### src/rtl/cache_fill_arbiter.sv
// Shares the single main-memory port between the I-cache and D-cache. It runs
// pipelined block fills on misses and single-word D-cache write-through stores.
//
// state | meaning
// IDLE  | sample requests and grant; no memory activity
// WRITE | one-cycle write-through store, ack pulsed
// FILL  | issue one read per cycle, route each return to the owner's data array
// DONE  | one quiet cycle so a requester can drop its level request
module cache_fill_arbiter #(
    parameter int MEM_LATENCY     = 4,
    parameter int WORDS_PER_BLOCK = 8
) (
    input  logic        clk,
    input  logic        rst_n,
    input  logic        i_miss,
    input  logic [15:0] i_miss_addr,
    input  logic        d_miss,
    input  logic [15:0] d_miss_addr,
    input  logic        d_write,
    input  logic [15:0] d_write_addr,
    input  logic [15:0] d_write_data,
    output logic        mem_enable,
    output logic        mem_wr,
    output logic [15:0] mem_addr,
    output logic [15:0] mem_data_in,
    input  logic        mem_data_valid,
    input  logic [15:0] mem_data_out,
    output logic        fill_i_we,
    output logic        fill_d_we,
    output logic [15:0] fill_addr,
    output logic [15:0] fill_data,
    output logic        i_fill_done,
    output logic        d_fill_done,
    output logic        d_write_ack,
    output logic        busy
);
    localparam int CW = $clog2(WORDS_PER_BLOCK);
    localparam logic [CW:0]   ISS_END  = (CW+1)'(WORDS_PER_BLOCK);
    localparam logic [CW:0]   ISS_ONE  = (CW+1)'(1);
    localparam logic [CW-1:0] RCV_LAST = CW'(WORDS_PER_BLOCK - 1);
    localparam logic [CW-1:0] RCV_ONE  = CW'(1);
    localparam logic [15:0]   BLK_MASK = ~16'(2 * WORDS_PER_BLOCK - 1);

    if (MEM_LATENCY < 1 || WORDS_PER_BLOCK < 2) begin : g_param_check
        $error("cache_fill_arbiter: unsupported MEM_LATENCY or WORDS_PER_BLOCK");
    end

    typedef enum logic [1:0] {IDLE, WRITE, FILL, DONE} state_t;

    state_t        state, next_state;
    logic [CW:0]   iss;
    logic [CW-1:0] rcv;
    logic          owner_d;
    logic          last_d;
    logic [15:0]   base;
    logic          grant_fill;
    logic          grant_d;
    logic          iss_end;
    logic          rcv_last;

    assign iss_end  = (iss == ISS_END);
    assign rcv_last = (rcv == RCV_LAST);

    always_ff @(posedge clk or negedge rst_n) begin
        if (!rst_n) state <= IDLE;
        else        state <= next_state;
    end

    always_comb begin
        next_state = state;
        grant_fill = 1'b0;
        grant_d    = 1'b0;
        case (state)
            IDLE: begin
                if (d_write) begin
                    next_state = WRITE;
                end else if (i_miss || d_miss) begin
                    next_state = FILL;
                    grant_fill = 1'b1;
                    // With both misses pending, the side not served last wins.
                    grant_d    = (i_miss && d_miss) ? !last_d : d_miss;
                end
            end
            WRITE:   next_state = DONE;
            FILL:    if (mem_data_valid && rcv_last) next_state = DONE;
            default: next_state = IDLE;
        endcase
    end

    always_ff @(posedge clk or negedge rst_n) begin
        if (!rst_n) begin
            iss     <= '0;
            rcv     <= '0;
            owner_d <= 1'b0;
            last_d  <= 1'b0;
            base    <= '0;
        end else if (state == IDLE) begin
            iss <= '0;
            rcv <= '0;
            if (grant_fill) begin
                owner_d <= grant_d;
                last_d  <= grant_d;
                base    <= (grant_d ? d_miss_addr : i_miss_addr) & BLK_MASK;
            end
        end else if (state == FILL) begin
            if (!iss_end)       iss <= iss + ISS_ONE;
            if (mem_data_valid) rcv <= rcv + RCV_ONE;
        end
    end

    always_comb begin
        mem_enable  = 1'b0;
        mem_wr      = 1'b0;
        mem_addr    = '0;
        mem_data_in = '0;
        fill_i_we   = 1'b0;
        fill_d_we   = 1'b0;
        fill_addr   = '0;
        fill_data   = '0;
        i_fill_done = 1'b0;
        d_fill_done = 1'b0;
        d_write_ack = 1'b0;
        busy        = (state != IDLE);
        case (state)
            WRITE: begin
                mem_enable  = 1'b1;
                mem_wr      = 1'b1;
                mem_addr    = d_write_addr;
                mem_data_in = d_write_data;
                d_write_ack = 1'b1;
            end
            FILL: begin
                if (!iss_end) begin
                    mem_enable = 1'b1;
                    mem_addr   = base + 16'({iss[CW-1:0], 1'b0});
                end
                if (mem_data_valid) begin
                    fill_i_we   = !owner_d;
                    fill_d_we   = owner_d;
                    fill_addr   = base + 16'({rcv, 1'b0});
                    fill_data   = mem_data_out;
                    i_fill_done = rcv_last && !owner_d;
                    d_fill_done = rcv_last && owner_d;
                end
            end
            default: ;
        endcase
    end
endmodule
### config.mk
export PLATFORM = sky130hd
export DESIGN_NAME = cache_fill_arbiter
export DESIGN_NICKNAME = d
export VERILOG_FILES = /design/src/rtl/cache_fill_arbiter.sv
export SDC_FILE = /design/constraint.sdc
export NUM_CORES = 1
export LEC_CHECK = 0
export CAP_MARGIN = 20
export CELL_PAD_IN_SITES_DETAIL_PLACEMENT = 0
export CELL_PAD_IN_SITES_GLOBAL_PLACEMENT = 1
export CORE_MARGIN = 5
export CORE_UTILIZATION = 23
export CTS_CLUSTER_DIAMETER = 100
export DETAILED_ROUTE_END_ITERATION = 10
export GPL_TIMING_DRIVEN = 1
export PLACE_DENSITY_LB_ADDON = 0.1
export SKIP_LAST_GASP = 1
export SLEW_MARGIN = 20
export SYNTH_ARGS = -nofsm -noshare
export SYNTH_HDL_FRONTEND = slang
export SYNTH_SLANG_ARGS = --single-unit
### constraint.sdc
create_clock -name clk -period 4 [get_ports clk]
set_input_delay 0.8 -clock clk [delete_from_list [all_inputs] [get_ports clk]]
set_output_delay 0.8 -clock clk [all_outputs]
set_load 0.01 [all_outputs]
Yosys cells after proc, flatten, opt, wreduce, memory -nomap -nowiden
Index checks and enable logic that the tools add are counted.

Bits in registers: 22. Input bits: 86. Output and inout bits: 72. Word-level logic and storage cells: 66.

Add/subtract/negate cells: 4. Equality and inequality tests: 7. Muxes and demuxes: 36. Reductions and logical operators: 14.

Operators with widths (count): $mux 16 (7); $add 16x4->16 (2); $pmux 16 s2 (1); $mux 1 (17); $mux 4 (3); $mux 3 (3); $reduce_and 2->1 (4); $mux 2 (3); $pmux 2 s3 (1); $reduce_bool 2->1 (3); $add 4x1->4 const B (1); $eq 4x4->1 const B (1); $logic_and 1x1->1 (4); $add 3x1->3 const B (1); $eq 3x3->1 const B (1); $ne 3x3->1 const B (1); $eq 2x1->1 const B (1); $eq 2x2->1 const B (1); $logic_not 2->1 (1); $ne 2x1->1 const B (1); $ne 2x2->1 const B (1); $pmux 1 s2 (1); $logic_not 1->1 (1); $logic_or 1x1->1 (1).

Depth between registers and ports, before layout
Gate-level depths: netlist (run 1).

Word-level depth: 6. Depth in mapped cells: 8.

Worst setup path after synthesis (run 1)
OpenSTA, ideal clock, no wires.

Path kind: reg2out. Start point: register state[0]. End point: output port mem_addr[10]. Arrival time: 1.480 ns. Required time: 3.200 ns. Path slack: 1.720 ns. Stages on the path, launching flop included: 6. Path buffers: 1. Cells stage by stage: dfrtp_1 inv_1 ha_1 o211a_1 buf_1 a22o_1.

Cells in the longest elaborated chain, start to end: 2.

Ends and longest elaborated chain: from (decl) (line 50) `state_t state, next_state;`; from (signal assigned) (line 66) `else state <= next_state;`; $eq 2x2->1 or $eq 2x1->1 (tied branches) (line 124) `case (state)`; $pmux 16 s2 * (line 124); to (decl) (line 24) `output logic [15:0] mem_addr,`.

Every way passes the cells marked *; elsewhere a longest branch is shown, timed or not.

Worst setup path in the final report (run 1)
Start point: register state[0]. End point: output port mem_addr[13].

The elaborated chain is that of the path after synthesis.

==> qor.yml, run 1 <==
run_status:
  outcome: "completed"
cts:
  cts_made_buffers: 3
  cts_max_level: 1
  cts_buffer_depth: 2
  root_buffer: "clkbuf_8"
  cts_sinks: 22
  cts_tree: "built"
  clkTransAtPathRegs_ns: 0.09
  cts-resized-gates: 0
  post-cts-setup-buffers: 0
  insertion_delay_ns: 0.26
  cts-hold-fix-buffers: 0
critical_path:
  startpoint: "state[0]"
  r2r-end: "base[15]"
  cp.arrival_ns: 2.51
  start_kind: "flop"
  reg2reg_depth: 5
  path_max_fanout: 14
  path_class: "reg -> out"
  worstReg2RegStart: "state[0]"
  required_ns: 3.20
  reg2reg_slack_ns: 1.70
  cp-end-kind: "output port"
logic_synthesis:
  synthMuxAreaShare: 0.02399
  avgSynthCellArea_um2: 9.234
  yosysTopAreaCellShare: 0.3105
  synthTopCellsByArea: "dfrtp_1 31%, and3_1 12%, and2_1 7.1%"
  async_reset_ff_frac: 1.000
  ys_seq_elements: 22
  synth.distinct_cells: 36
  synth_xor_area_frac: 0.009880
  synth_most_common_cell: "and3_1"
  synthesis.instances: 192
  synth_edf_count: 0
  synth_top_family_by_area: "simple AND/OR/NAND/NOR gates"
  synth_commonest_cells: "33 x and3_1, 22 x dfrtp_1, 20 x and2_1, 14 x a22o_1"
  synth-adder-area-share: 0.05646
  yosys.area.top_type: "dfrtp_1"
  synthSimpleGateAreaFrac: 0.3218
  seq_area_frac_synth: 0.3105
  syn_nets: 286
  ys.flop_type: "dfrtp_1"
  ys_warn_count: 0
  netlist_area_um2: 1773
  synth_compound_area_frac: 0.1976
layout:
  syn2layout_area_growth_pct: 88.99
  fin_nets: 423
  post-route-util: 0.4405
  num_antenna_cells: 0
  drive_above_1_share: 0.05183
grt:
  grt_pass1_vias: 2061
  grt_pass1_wl_mm: 10.74
  grt_max_degree: 40
  grt_usage: 0.1358
  grt_overflow_total: 0
  antenna_found_initial: 0
drt:
  firstDrtPassIters: 4
  dr.first_iter.drc_count: 66
  ant_nets: 0
  wl_per_cell_um: 15.93
  via_per_inst: 4.649
  vias: 1999
  drc: 0
  totalWireLength_mm: 6.849
timing:
  fin_tns_setup_ns: 0
  period_minus_slack_ns: 3.312
  setup_viol: 0
  fin_crit_sh: 0.8281
  slew_headroom: 0.4001
  timing.final.hold_violations: 0
  max_freq_mhz: 301.9
  worst_pin_slew_ns: 0.8950
  grt_setup_unrepaired: "false"
  skew_ns: 0.001480
  drv_slew: 0
pwr:
  vdd_ir_drop_max_mv: 0.1965
  pwr_density_cell_nw_per_um2: 544.8
  p_leak_nw: 1.395
worst_hold_path:
  hp-class: "in -> async"
flow_run:
  max_cap_viol_count: 0
floorplan:
  dieArea_um2: 9564
  dieWidth_um: 97.80
  die_y_um: 97.80
  rows: 32
  start_util: 0.2331
  core_um2: 7607
  num_io_pins: 158
placed_design:
  io_buffer_count: 148
  dpl.hpwl_mm: 5.368
  place.gp.congestion: 0.7249
-- routing by layer --
layer	wire, um	track usage	up-vias
met1	2787	0.1590	940
met2	3444	0.2467	82
li1	-	-	975
met3	589	0.04357	2
met5	0	0	-
met4	28	0.02130	0
-- cell families after synthesis --
logic type	after synthesis
compound gates	38
xor+xnor	2
fa+ha+maj	8
buf+inv	26
flops	22
mux	4
other cells	1
simple gates	91
-- cell usage in the layout, fill, tap and decap left out, drive strengths merged --
cell type / Yosys / routed
or3b: 1 / 1
xnor2: 1 / 1
o221a: 12 / 12
nor2b: 1 / 1
clkbuf: 11 / 4
ha: 8 / 8
nand3: 1 / 1
mux2: 2 / 2
a31oi: 1 / 1
o211a: 1 / 1
o21a: 2 / 2
a22o: 14 / 14
o21bai: 1 / 1
nand4b: 12 / 12
nand4: 1 / 1
nor3: 1 / 1
dfrtp: 22 / 22
conb: 1 / 1
xor2: 1 / 1
and2: 20 / 20
and2b: 1 / 1
nand2b: 1 / 1
nand2: 12 / 12
inv: 5 / 5
a21oi: 5 / 5
nor2: 7 / 7
a22oi: 2 / 2
buf: 10 / 6
mux2i: 2 / 2
and3: 33 / 33
clkdlybuf4s50: 0 / 147
-- stage by stage --
step / power, mW / cells / worst slack, ns / instance area, um2 / hold WS [ns]
floorplan: 1.081 / 192 / 1.720 / 1773 / 0.5044
global placement: 1.689 / 426 / 0.7922 / 3301 / 0.5247
detailed placement: 1.690 / 426 / 0.7819 / 3301 / 0.5305
CTS: 1.866 / 430 / 0.6270 / 3356 / 0.5561
global route: 1.972 / 430 / 0.5052 / 3351 / 0.5474
finish: 1.825 / 430 / 0.6876 / 3351 / 0.5060
-- sequential cells by signal, indices dropped and copies added, names as in the netlist --
register and flops:
iss 4, base 12, rcv 3, last_d 1
state 2
-- final cells by class --
class | instances | area (um2)
clock buffer | 4 | 55.05
fill | 778 | 4257
inverter | 5 | 18.77
multi-input combinational | 144 | 1085
sequential | 22 | 550.5
tap | 102 | 127.6
timing repair buffer | 153 | 1514
-- where the power goes --
part	internal (mW)	switching, mW
logic	0.695	0.559
clock network	0.0877	0.0768
registers	0.317	0.0886
total	1.10	0.725
-- critical path: stages, from the launching register on --
cell             delay (ns)
dfrtp_1                0.40
inv_1                  0.08
ha_1                   0.41
and2_1                 0.57
a22o_1                 0.24
clkdlybuf4s50_1        0.55
-- worst max-delay path by stage --
stage               slack, ns            to  cells after the start
CTS                      0.63  mem_addr[13]                      5
floorplan                1.72  mem_addr[10]                      5
global route             0.51  mem_addr[13]                      5
detailed placement       0.78   i_fill_done                      6
global placement         0.79   i_fill_done                      6
finish                   0.69  mem_addr[13]                      5
Note: power is estimated with default switching activity, not from simulation.
==> run 2, diff against run 1 <==
Settings changed: CORE_UTILIZATION 23 to 21.
Clock period 4 ns to 3.25 ns, I/O delays scaled along.
==> run 2 against run 1 <==
Effect of this change:
- sequential power grew 23%
- clock power up 25%
- die area increased by 8.5%
- critical path type unchanged
- sequential share of layout area decreased by 0.26 points
- critical path depth increased by 1
- via count rose by 0.35%
- highest routed layer unchanged
==> qor.yml, run 2 (same netlist as run 1, synthesis figures left out) <==
timing:
  skew_ns: 0.009625  # +0.008145 ns
  slew_headroom: 0.4438  # +0.04375
  timing.final.hold_violations: 0  # unchanged
  fin_tns_setup_ns: 0  # unchanged
  setup_viol: 0  # unchanged
  worst_pin_slew_ns: 0.8297  # -0.06527 ns
  grt_setup_unrepaired: "false"
  drv_slew: 0  # unchanged
  max_freq_mhz: 331.5
  fin_crit_sh: 0.9281
  period_minus_slack_ns: 3.016
cts:
  insertion_delay_ns: 0.27  # about the same
  root_buffer: "clkbuf_8"
  post-cts-setup-buffers: 0  # unchanged
  cts-hold-fix-buffers: 0  # unchanged
  cts_tree: "built"
  clkTransAtPathRegs_ns: 0.08  # about the same
  cts-resized-gates: 0  # unchanged
  cts_sinks: 22  # unchanged
  cts_max_level: 1  # unchanged
  cts_made_buffers: 3  # unchanged
  cts_buffer_depth: 2  # unchanged
grt:
  grt_overflow_total: 0  # unchanged
  grt_max_degree: 23  # -43%
  grt_use_met1: 0.1667  # +0.007784
  antenna_found_initial: 0  # unchanged
  grt_pass1_wl_mm: 10.70  # -0.38%
  grt_usage: 0.1306  # -0.005254
  grt_pass1_vias: 1991  # -3.4%
  grt_use_met2: 0.2173  # -0.02940
  grtUsageMet3: 0.04437  # +0.0007972
  grt_busiest_layer: "met2"
floorplan:
  core_um2: 8217  # +8.0%
  dieWidth_um: 101.9  # +4.2%
  dieArea_um2: 10380  # +8.5%
  num_io_pins: 158  # unchanged
  start_util: 0.2158  # -0.01728
  die_y_um: 101.9  # +4.2%
  rows: 33  # +3.1%
drt:
  ant_nets: 0  # unchanged
  drc: 0  # unchanged
  vias: 2006  # +0.35%
  totalWireLength_mm: 7.021  # +2.5%
  via_per_inst: 4.569  # -1.7%
  wl_per_cell_um: 15.99  # +0.41%
  firstDrtPassIters: 5  # +1
  dr.first_iter.drc_count: 85  # +29%
placed_design:
  place.gp.congestion: 0.7018  # -3.2%
  io_buffer_count: 148  # unchanged
  dpl_cell_area_um2: 3349  # +1.5%
  dpl.hpwl_mm: 5.664  # +5.5%
layout:
  reg.largest.list: "base: 12 flops, iss: 4 flops, rcv: 3 flops"
  final_common_cell: "clkdlybuf4s50_1"
  syn2layout_area_growth_pct: 92.03
  regMostFlops: "base"
  fin_nets: 429  # +1.4%
  num_antenna_cells: 0  # unchanged
  largest_reg_flops: 12  # unchanged
  final_cell_mix: "148 x clkdlybuf4s50_1, 33 x and3_1, 22 x dfrtp_1"
  drive_above_1_share: 0.06587  # +0.01404
  post-route-util: 0.4143  # -0.02612
  final_cell_area_um2: 3405  # +1.6%
critical_path:
  path_max_fanout: 10  # -4
  crit_chain: "inv_1, ha_1, and2_1, buf_4, a22o_1, clkdlybuf4s50_1"
  cp.buffers_inverters: 3  # +1
  path_class: "reg -> out"
  reg2reg_slack_ns: 1.08  # -0.62 ns
  crit_slowest_cell: "clkdlybuf4s50_1"
  crit_family: "buffers and inverters"
  cp.arrival_ns: 2.37  # -0.14 ns
  required_ns: 2.60  # -0.60 ns
  start_kind: "flop"
  max_stage_delay_ns: 0.53  # -0.04 ns
  cp-end-kind: "output port"
pwr:
  pwr_density_cell_nw_per_um2: 678.1  # +24%
  vdd_ir_drop_max_mv: 0.2746  # +40%
  p_leak_nw: 1.425  # +2.2%
flow_run:
  max_cap_viol_count: 0  # unchanged
worst_hold_path:
  hp-class: "reg -> reg"
run_status:
  outcome: "completed"
## run 2: cell type report
cell class,instances,area [um2]
Sequential cell,22,550.5
Fill cell,824,4812
Multi-Input combinational cell,144,1085
Timing Repair Buffer,159,1564
Inverter,5,18.77
Tap cell,105,131.4
Clock buffer,4,55.05
## run 2: power breakdown
| group | total, mW | internal [mW] | switching, mW |
|---|---|---|---|
| Clock | 0.207 | 0.108 | 0.0993 |
| Combinational | 1.60 | 0.898 | 0.702 |
| Sequential | 0.501 | 0.390 | 0.111 |
## run 2: final timing paths
check,depth (start not counted),from,to
max in group asynchronous,2,rst_n,iss[1]
worst min-delay path,2,rcv[2],rcv[2]
worst max-delay path,6,state[0],mem_addr[15]
min in group asynchronous,2,rst_n,base[9]
worst max register to register,5,state[1],base[4]
worst min register to register,2,rcv[2],rcv[2]
## run 2: metal layers
| metal | share of wire | routed length [um] |
|---|---|---|
| met1 | 0.41 | 2879 |
| met2 | 0.47 | 3304 |
| met3 | 0.11 | 790 |
| met4 | 0.0066 | 46 |
| met5 | 0 | 0 |
## run 2: worst register-to-register path: cells and delay by family, from the launching register on
family          cells  cell delay (ns)
compound gates      1             0.33
flops               1             0.41
buf+inv             2             0.28
fa+ha+maj           1             0.36
simple gates        1             0.72
## run 2: metrics by stage
stage	hold WS, ns	setup slack, ns	total power, mW	std cells
after CTS	0.5525	0.1947	2.348	439
after floorplan	0.3544	1.120	1.331	192
after global routing	0.5749	0.06238	2.500	439
after global placement	0.5260	0.4894	2.132	435
final	0.5478	0.2337	2.308	439
after detailed placement	0.5394	0.4881	2.136	435
==> run 3, diff against run 2 <==
Settings changed: CAP_MARGIN 20 to unset, SKIP_CTS_REPAIR_TIMING set to 1.
==> results of run 3 <==
Final layout, timing and power as in run 2 (identical DEF).
